===== config.mk =====
export PLATFORM = sky130hd
export DESIGN_NAME = otter_lsu
export DESIGN_NICKNAME = d
export VERILOG_FILES = /design/src/rtl/otter_lsu.sv
export SDC_FILE = /design/constraint.sdc
export NUM_CORES = 1
export LEC_CHECK = 0
export CAP_MARGIN = 20
export CORE_AREA = 2 2 80 82
export CTS_CLUSTER_SIZE = 10
export DETAILED_ROUTE_END_ITERATION = 8
export DIE_AREA = 0 0 82 84
export DONT_BUFFER_PORTS = 1
export PLACE_DENSITY = 0.61
export SYNTH_ARGS = -nofsm -noshare
export SYNTH_HDL_FRONTEND = slang
export SYNTH_SLANG_ARGS = --single-unit

===== constraint.sdc =====
create_clock -name clk -period 4.2 [get_ports clk]
set_input_delay 0.42 -clock clk [delete_from_list [all_inputs] [get_ports clk]]
set_output_delay 0.42 -clock clk [all_outputs]
set_load 0.01 [all_outputs]

===== src/rtl/otter_lsu.sv =====
// Load/store unit driving the synchronous one-cycle dmem port; one request in flight.
// Loads respond two edges after accept; stores and errors respond after one edge.
module otter_lsu #(
  parameter int ADDR_W = 32,
  parameter int DATA_W = 32
) (
  input  logic              clk,
  input  logic              rst,
  input  logic              req_valid,
  output logic              req_ready,
  input  logic              req_we,
  input  logic [2:0]        req_funct3,
  input  logic [ADDR_W-1:0] req_addr,
  input  logic [DATA_W-1:0] req_wdata,
  output logic              resp_valid,
  output logic [DATA_W-1:0] resp_data,
  output logic              resp_err,
  output logic              dmem_r_en,
  output logic              dmem_w_en,
  output logic [3:0]        dmem_w_strb,
  output logic [ADDR_W-1:0] dmem_addr,
  output logic [DATA_W-1:0] dmem_w_data,
  input  logic [DATA_W-1:0] dmem_r_data
);

  typedef enum logic [1:0] {IDLE, LOAD_WAIT, RESP} state_t;

  state_t            state, state_d;
  logic [1:0]        off_q, off_d;
  logic [2:0]        f3_q, f3_d;
  logic              resp_valid_d, resp_err_d;
  logic [DATA_W-1:0] resp_data_d;
  logic              misaligned, illegal, err, drive, accept;
  logic [DATA_W-1:0] shifted, load_ext;

  assign req_ready = (state == IDLE) && !rst;
  assign accept    = req_valid && req_ready;

  always_comb begin
    misaligned = ((req_funct3[1:0] == 2'b01) && req_addr[0]) ||
                 ((req_funct3[1:0] == 2'b10) && (req_addr[1:0] != 2'b00));
    if (req_we) illegal = !(req_funct3 inside {3'b000, 3'b001, 3'b010});
    else        illegal = req_funct3 inside {3'b011, 3'b110, 3'b111};
  end

  assign err   = misaligned || illegal;
  assign drive = req_valid && (state == IDLE) && !err && !rst;

  // Faulting or idle cycles leave the whole dmem port at zero.
  always_comb begin
    dmem_r_en   = drive && !req_we;
    dmem_w_en   = drive && req_we;
    dmem_w_strb = 4'b0000;
    dmem_w_data = '0;
    dmem_addr   = '0;
    if (drive) dmem_addr = {req_addr[ADDR_W-1:2], 2'b00};
    if (dmem_w_en) begin
      case (req_funct3[1:0])
        2'b00: begin
          dmem_w_strb = 4'b0001 << req_addr[1:0];
          dmem_w_data = {4{req_wdata[7:0]}};
        end
        2'b01: begin
          dmem_w_strb = 4'b0011 << req_addr[1:0];
          dmem_w_data = {2{req_wdata[15:0]}};
        end
        default: begin
          dmem_w_strb = 4'b1111;
          dmem_w_data = req_wdata;
        end
      endcase
    end
  end

  always_comb begin
    shifted = dmem_r_data >> {off_q, 3'b000};
    case (f3_q)
      3'b000:  load_ext = {{(DATA_W-8){shifted[7]}}, shifted[7:0]};
      3'b001:  load_ext = {{(DATA_W-16){shifted[15]}}, shifted[15:0]};
      3'b100:  load_ext = {{(DATA_W-8){1'b0}}, shifted[7:0]};
      3'b101:  load_ext = {{(DATA_W-16){1'b0}}, shifted[15:0]};
      default: load_ext = dmem_r_data;
    endcase
  end

  always_comb begin
    state_d      = state;
    off_d        = off_q;
    f3_d         = f3_q;
    resp_valid_d = 1'b0;
    resp_err_d   = 1'b0;
    resp_data_d  = '0;
    case (state)
      IDLE: begin
        if (accept) begin
          if (err) begin
            resp_valid_d = 1'b1;
            resp_err_d   = 1'b1;
            state_d      = RESP;
          end else if (req_we) begin
            resp_valid_d = 1'b1;
            state_d      = RESP;
          end else begin
            off_d   = req_addr[1:0];
            f3_d    = req_funct3;
            state_d = LOAD_WAIT;
          end
        end
      end
      LOAD_WAIT: begin
        resp_valid_d = 1'b1;
        resp_data_d  = load_ext;
        state_d      = RESP;
      end
      default: state_d = IDLE;
    endcase
  end

  always_ff @(posedge clk) begin
    if (rst) begin
      state      <= IDLE;
      off_q      <= 2'b00;
      f3_q       <= 3'b000;
      resp_valid <= 1'b0;
      resp_err   <= 1'b0;
      resp_data  <= '0;
    end else begin
      state      <= state_d;
      off_q      <= off_d;
      f3_q       <= f3_d;
      resp_valid <= resp_valid_d;
      resp_err   <= resp_err_d;
      resp_data  <= resp_data_d;
    end
  end

endmodule

Word-level counts from Yosys, hierarchy flattened
Cells that the tools add are included.

Bits in read-only memories: 0. Word-level logic and storage cells: 67. Bits in latches: 0. RAM bits: 0. Output and inout port bits: 105. Input bits: 103. Memories kept: 0. Register bits after elaboration: 41.

Shifts and indexed selects: 3. Bitwise logic cells: 5. Multipliers: 0. Reductions and logical operators: 25. Equality and inequality tests: 12. Div/mod/pow operators: 0. $lt $le $gt $ge: 0. Add/subtract/negate cells: 0. Muxes and demuxes: 16.

Operators by type and width (number): $pmux W32 S4 (1); $mux W32 (2); $pmux W32 S2 (1); $shr A32 B5 Y16 (1); $eq A3 B3 Y1 const B (4); $logic_and A1 B1 Y1 (9); $pmux W4 S2 (1); $eq A3 B1 Y1 const B (2); $eq A3 B2 Y1 const B (2); $logic_not A3 Y1 (2); $mux W2 (3); $reduce_bool A3 Y1 (2); $mux W1 (5); $not A1 Y1 (5); $eq A2 B1 Y1 const B (2); $logic_not A1 Y1 (4); $logic_not A2 Y1 (2); $mux W4 (1); $pmux W2 S2 (1); $reduce_and A4 Y1 (1); $shl A1 B2 Y4 const A (1); $shl A2 B2 Y4 const A (1); $reduce_or A3 Y1 (1); $eq A2 B2 Y1 const B (1); other kinds (5) (6).

Longest topological paths before layout
Gate-level depths: netlist of the first run.

Depth in word-level cells: 10. Mapped depth: 8. Gate-level depth less buffers: 4.

Least setup slack after synthesis of the first run
Ideal clock, no wire load.

Path type: input -> output. Start: input rst. End: output dmem_w_data[23]. Stages on the path: 8. Arrival: 1868 ps. Path buffers: 4. Required time: 3780 ps. Setup slack: 1912 ps. Cells stage by stage: buf_6 or4b_1 clkbuf_2 a21oi_2 nand2_1 buf_2 buf_2 nor2_1.

Word-level cells in the longest chain between the ends: 4.

Ends and longest elaborated chain: start: declaration (RTL line 8) `input logic rst,`; $logic_not A1 Y1 (RTL line 47) `assign drive = req_valid && (state == IDLE) && !err && !rst;`; $logic_and A1 B1 Y1 (RTL line 47); $logic_and A1 B1 Y1 (RTL line 52) `dmem_w_en = drive && req_we;`; $mux W32 (RTL line 57) `if (dmem_w_en) begin`; end: declaration (RTL line 22) `output logic [DATA_W-1:0] dmem_w_data,`.

Every way passes these cells.

Worst setup path in the final report of the first run
Start: register state[0]. End: output dmem_w_data[10].

Word-level cells in the longest chain between the ends: 6.

Ends and longest elaborated chain: start: declaration (RTL line 28) `state_t state, state_d;`; start signal: assignment (RTL line 128) `state <= state_d;`; $logic_not A2 Y1 (RTL line 47); $logic_and A1 B1 Y1 (3 in a row) (RTL line 47); $logic_and A1 B1 Y1 (RTL line 52); $mux W32 (RTL line 57).

Every way passes these cells.

==> metrics.md, run 1 <==
| Metric | Value |
|---|---|
| Site row count | `29` |
| Sink Count | `41` |
| Pleak | `0.956 nW` |
| Simple-gate share of the synthesized area | `26.4%` |
| Tot GR Track Use | `19.5%` |
| Routed WL | `7250 µm` |
| Post_cts resized | `0` |
| Cell Pwr Density | `279 nW/µm²` |
| Final #Nets | `422` |
| Switch share | `25.7%` |
| Clock Tree Root | `clkbuf_8` |
| Pre-Repair DR Iteration Count | `4` |
| Num CTS Buffers | `5` |
| DRC | `0` |
| Max rail drop VDD | `0.166 mV` |
| Antenna cell count | `0` |
| Worst r2r src | `off_q[1]` |
| Sequential fraction of the synthesis area | `32.3%` |
| Max-slew violations | `0` |
| First-pass GRT wire length | `10,600 µm` |
| Synth Area in Compound Gates | `22.3%` |
| Crit end category | `primary output` |
| Synthesized flop and latch total | `41` |
| Switching Power | `187 µW` |
| Maxcap violations | `0` |
| Gate Count Post-Synth | `340` |
| Clock network power share | `33.9%` |
| WL per Instance | `18.3 µm` |
| Fmax | `307 MHz` |
| Synth cell types | `36` |
| Share of cells above drive strength 1 | `7.50%` |
| Initial antenna violation count | `0` |
| Initial Util | `41.6%` |
| Top delay family on crit path | `simple AND/OR/NAND/NOR gates` |
| Mapped cell area | `2540 µm²` |
| CP max-delay cell | `or4b_1` |
| Remaining Overflow, GRT | `0` |
| Routed via count | `2,367` |
| Worst Hold Launch | `rst` |
| WP buf/inv | `1` |
| Max Root-Sink Buffers | `2` |
| Iter 0 DRT Violations | `119` |
| Comb pwr share | `11.0%` |
| CP arrival | `2.84 ns` |
| Post-synth ARST share | `0%` |
| Pin count of the biggest net entering global routing | `40` |
| Syn avg cell area | `7.46 µm²` |
| Slew headroom | `29.6%` |
| Crit path from | `state[0]` |
| CP max FO | `39` |
| Adder-cell share of the synthesized area | `0%` |
| Fin Setup TNS | `0 ns` |
| I/O pins | `208` |
| DPL Wire Length | `5580 µm` |
| Width of the die | `82 µm` |
| Setup CP Type | `reg2out` |
| Final period util | `77.6%` |
| Main synth FF type | `dfxtp_1` |
| Pint | `541 µW` |
| Final core occ | `42.8%` |
| Worst hold path class | `in2reg` |
| Area Growth Syn to Fin | `2.81%` |
| CP peak stage delay | `0.68 ns` |
| Vias per cell | `5.96` |
| Worst-Skew Late Latency | `0.29 ns` |
| Final min period | `3.26 ns` |
| Setup Fix Bufs, Post-CTS | `0` |
| DRT antenna net count | `0` |
| Final hold vios | `0` |
| Startpoint Class | `register` |
| H-tree lvl count | `2` |
| Core footprint | `6100 µm²` |
| Vias in the first global route | `2,058` |
| CTS Hold Bufs | `0` |
| Flop pwr share | `55.1%` |
| Required @ worst endpoint | `3.78 ns` |
| Most common cell after layout, fill and taps aside | `a21oi_1` |
| Crit-path cells | `or4b_1, a21oi_2, buf_4, nand2_1, a21oi_1` |
| Clk pin slew, worst setup/hold paths | `0.08 ns` |
| Synth warn | `0` |
| Gpl congestion | `0.910` |
| Commonest cells after routing, fill and taps aside | `a21oi_1, nor2_1, dfxtp_1, o21ai_0` |
| Die Footprint | `6890 µm²` |
| RSZ-0062 raised after global routing | `false` |
| Die H | `84 µm` |
| Buffers on Ports | `0` |
| CTS tree | `yes` |
| Slew @ Worst Pin | `1.05 ns` |
| Final number of setup-violating endpoints | `0` |
| Mux share of post-synthesis cell area | `12.3%` |
| Clock skew | `0.00664 ns` |
| Post-Synth XOR/XNOR Area | `0.345%` |
| Largest family of logic cells by synthesized area | `simple AND/OR/NAND/NOR gates` |
| Status | `finished, final reports clean` |
| EDFF count, synth | `0` |
==> cells in the mapped netlist (2+ instances only) <==
cell	instances	area, µm²
a21oi_1	46	230
nor2_1	45	169
dfxtp_1	41	821
o21ai_0	34	170
and2_1	30	188
mux2i_1	30	300
nand2_1	28	105
clkbuf_1	19	71.3
and3_1	8	50.1
nand3_1	8	40.0
nand3b_1	7	52.6
o221a_2	7	78.8
buf_2	4	20.0
clkbuf_2	4	20.0
inv_1	3	11.3
a211oi_1	2	15.0
buf_1	2	7.51
buf_4	2	15.0
nand2b_1	2	12.5
nor3b_1	2	15.0
==> area by class of cell <==
class,count,area (µm²)
inverters,3,11.3
flip-flops and latches,41,821
clock inverters,3,17.5
multi-input cells,265,1570
clock buffers,5,68.8
fillers,635,3490
well taps,77,96.3
repair buffers,3,22.5
==> per-stage QoR <==
step | cell area (µm²) | instances | hold slack, ns | power [mW] | setup slack (ns)
6_report | 2610 | 397 | 0.186 | 0.727 | 0.942
5_1_grt | 2610 | 397 | 0.175 | 0.758 | 0.759
4_1_cts | 2610 | 397 | 0.176 | 0.735 | 0.932
3_5_place_dp | 2520 | 389 | 0.495 | 0.490 | 1.15
3_3_place_gp | 2520 | 389 | 0.495 | 0.490 | 1.27
2_1_floorplan | 2540 | 341 | 0.508 | 0.490 | 1.91
==> metal layers <==
metal  track usage [%]  part of all wire [%]  vias up
met2              29.0                    45      127
met3              5.95                   9.5       13
met5                 0                     0        -
met1              26.6                    43     1097
li1                  -                     -     1130
met4              6.21                   1.8        0
==> sequential cells by signal, indices dropped and copies added, names as in the netlist <==
register    cells
resp_err        1
resp_data      32
resp_valid      1
state           2
f3_q            3
off_q           2
==> power groups by stage <==
stage          sequential, mW  combinational [mW]  clock, mW
3_5_place_dp            0.410              0.0797          0
4_1_cts                 0.401              0.0803      0.254
2_1_floorplan           0.407              0.0830          0
3_3_place_gp            0.410              0.0803          0
5_1_grt                 0.402              0.0891      0.267
6_report                0.401              0.0802      0.247
==> final timing paths <==
path / endpoint / slack (ns) / depth (start not counted)
worst max-delay path: dmem_w_data[10] / 0.94 / 5
worst min-delay path: f3_q[1] / 0.19 / 1
worst max register to register: resp_data[9] / 1.71 / 4
worst min register to register: f3_q[2] / 0.55 / 2
==> cell families (layout without fill, tap and decap cells) <==
group                  Yosys count  in the layout
other                            1              2
multiplexers                    31             31
AO/OA/AOI/OAI                   96             96
buffers and inverters           35             14
AND/OR/NAND/NOR                135            135
flip-flops                      41             41
XOR/XNOR                         1              1
No activity file was read; power rests on OpenSTA's default activity.
==> run 2, diff against run 1 <==
CORE_AREA = 2 2 82 84   (was 2 2 80 82)
DIE_AREA = 0 0 84 86   (was 0 0 82 84)
PLACE_DENSITY = 0.58   (was 0.61)
clock period = 3.38 ns   (was 4.2 ns; I/O delays follow)
==> run 2 against run 1 <==
Effect of this change: clock-buffer cell count increased by 1; sequential share of layout area decreased by 1.6 points; highest routed layer unchanged; flip-flop and latch count unchanged; combinational power increased by 31%; first-iteration DRC count increased by 29%; register-to-register slack got worse by 0.91 ns; clock power increased by 64%; critical endpoint is now dmem_w_data[12]; die area increased by 4.9%; global-route usage decreased by 0.42 points; critical path depth unchanged; clock skew decreased by 0.0040 ns; non-clock buffer count increased by 11.
==> metrics.md, run 2 (synthesis gave the netlist of run 1 again) <==
| Metric | Value |
|---|---|
| Leading registers by flop count | `resp_data (32), f3_q (3) (unchanged)` |
| CP max-delay cell | `or4b_1 (unchanged)` |
| R2r worst-path depth | `4 (unchanged)` |
| I/O pins | `208 (unchanged)` |
| Routed WL | `7400 µm (was 7250 µm)` |
| Pleak | `1.04 nW (was 0.956 nW)` |
| Cell Pwr Density | `367 nW/µm² (was 279 nW/µm²)` |
| Worst hold path class | `in2reg (unchanged)` |
| Vias per cell | `5.82 (was 5.96)` |
| Hold WS | `0.110 ns (was 0.186 ns)` |
| Final core occ | `43.8% (was 42.8%)` |
| Final period util | `83.6%` |
| Die Footprint | `7220 µm² (was 6890 µm²)` |
| Fin Setup TNS | `0 ns (unchanged)` |
| Core footprint | `6280 µm² (was 6100 µm²)` |
| Max-slew violations | `0 (unchanged)` |
| CP arrival | `2.49 ns (was 2.84 ns)` |
| DRC | `0 (unchanged)` |
| Worst Hold Launch | `rst (unchanged)` |
| Slew @ Worst Pin | `1.02 ns (was 1.05 ns)` |
| Routed via count | `2,380 (was 2,367)` |
| DPL Wire Length | `5820 µm (was 5580 µm)` |
| CTS tree | `yes (unchanged)` |
| CP max FO | `29 (was 39)` |
| Sink Count | `41 (unchanged)` |
| Clk pin slew, worst setup/hold paths | `0.08 ns (about the same)` |
| Site row count | `29 (unchanged)` |
| Commonest cells after routing, fill and taps aside | `a21oi_1, nor2_1, dfxtp_1, o21ai_0 (unchanged)` |
| H-tree lvl count | `2 (unchanged)` |
| Iter 0 DRT Violations | `154 (was 119)` |
| Gpl congestion | `0.809 (was 0.910)` |
| Final hold vios | `0 (unchanged)` |
| Maxcap violations | `0 (unchanged)` |
| First-pass GRT wire length | `11,300 µm (was 10,600 µm)` |
| Post_cts resized | `0 (unchanged)` |
| Final #Nets | `433 (was 422)` |
| Buffers on Ports | `0 (unchanged)` |
| Most common cell after layout, fill and taps aside | `a21oi_1 (unchanged)` |
| Top delay family on crit path | `simple AND/OR/NAND/NOR gates (unchanged)` |
| Setup Fix Bufs, Post-CTS | `0 (unchanged)` |
| Num CTS Buffers | `5 (unchanged)` |
| RSZ-0062 raised after global routing | `false (unchanged)` |
| Max FFs per register | `32 (unchanged)` |
| Hold Path Sink | `f3_q[2] (was f3_q[1])` |
| Crit-path cells | `or4b_1, a21oi_2, nand2_1, a21oi_1, buf_4 (was or4b_1, a21oi_2, buf_4, nand2_1, a21oi_1)` |
| Startpoint Class | `register (unchanged)` |
| Hold path cells | `1 (unchanged)` |
| Vias in the first global route | `2,152 (was 2,058)` |
| Area Growth Syn to Fin | `8.28% (was 2.81%)` |
| CP Depth | `5 (unchanged)` |
| RR Endpoint | `resp_data[9] (unchanged)` |
| Share of cells above drive strength 1 | `10.6% (was 7.50%)` |
| Setup CP Type | `reg2out (unchanged)` |
| Tot GR Track Use | `19.1% (was 19.5%)` |
| Initial Util | `40.4% (was 41.6%)` |
| Clock Tree Root | `clkbuf_8 (unchanged)` |
| Pre-Repair DR Iteration Count | `4 (unchanged)` |
| Max rail drop VDD | `0.263 mV (was 0.166 mV)` |
| Clock skew | `0.00263 ns (was 0.00664 ns)` |
| Setup slack, reg-to-reg | `0.80 ns (was 1.71 ns)` |
| Top reg by flops | `resp_data (unchanged)` |
| Max Root-Sink Buffers | `2 (unchanged)` |
| Final min period | `2.83 ns` |
| Required @ worst endpoint | `3.04 ns (was 3.78 ns)` |
| Remaining Overflow, GRT | `0 (unchanged)` |
| WP buf/inv | `1 (unchanged)` |
| DRT antenna net count | `0 (unchanged)` |
| Die H | `86 µm (was 84 µm)` |
| Fmax | `354 MHz` |
| WL per Instance | `18.1 µm (was 18.3 µm)` |
| Crit end category | `primary output (unchanged)` |
| Final number of setup-violating endpoints | `0 (unchanged)` |
| Worst-Skew Late Latency | `0.29 ns (about the same)` |
| CP peak stage delay | `0.67 ns (was 0.68 ns)` |
| Worst r2r src | `off_q[1] (unchanged)` |
| Slew headroom | `32.2% (was 29.6%)` |
| Status | `finished, final reports clean (unchanged)` |
| CTS Hold Bufs | `0 (unchanged)` |
| Initial antenna violation count | `1 (was 0)` |
| Pin count of the biggest net entering global routing | `39 (was 40)` |
| Width of the die | `84 µm (was 82 µm)` |
## run 2: cell type report
class / count / area [µm²]
Sequential cell: 41 / 821
Antenna cell: 1 / 2.50
Tap cell: 77 / 96.3
Clock inverter: 2 / 37.5
Fill cell: 647 / 3530
Inverter: 3 / 11.3
Timing Repair Buffer: 14 / 125
Clock buffer: 6 / 82.6
Multi-Input combinational cell: 265 / 1570
## run 2: stage by stage
step	instance area, µm²	instances	power (mW)	worst slack, ns
2_1_floorplan	2540	341	0.608	1.26
3_3_place_gp	2600	399	0.613	0.818
3_5_place_dp	2630	400	0.614	0.811
4_1_cts	2750	408	1.02	0.527
5_1_grt	2750	409	1.06	0.322
6_report	2750	409	1.01	0.553
## run 2: power breakdown
part           internal [mW]  switching (mW)
Combinational         0.0444          0.0606
Sequential             0.489         0.00906
Clock                  0.240           0.165
## run 2: worst max path at each step
stage                           end          start
global route        dmem_w_data[12]       state[0]
finish              dmem_w_data[12]       state[0]
CTS                 dmem_w_data[12]       state[0]
detailed placement  dmem_w_data[12]  req_funct3[0]
global placement      resp_data[10]       off_q[1]
floorplan           dmem_w_data[23]            rst
## run 2: per-layer routing
metal	wire, µm	global-route usage [%]
met3	678	5.97
met1	3080	25.3
met4	106	5.87
met5	0	0
met2	3540	29.8
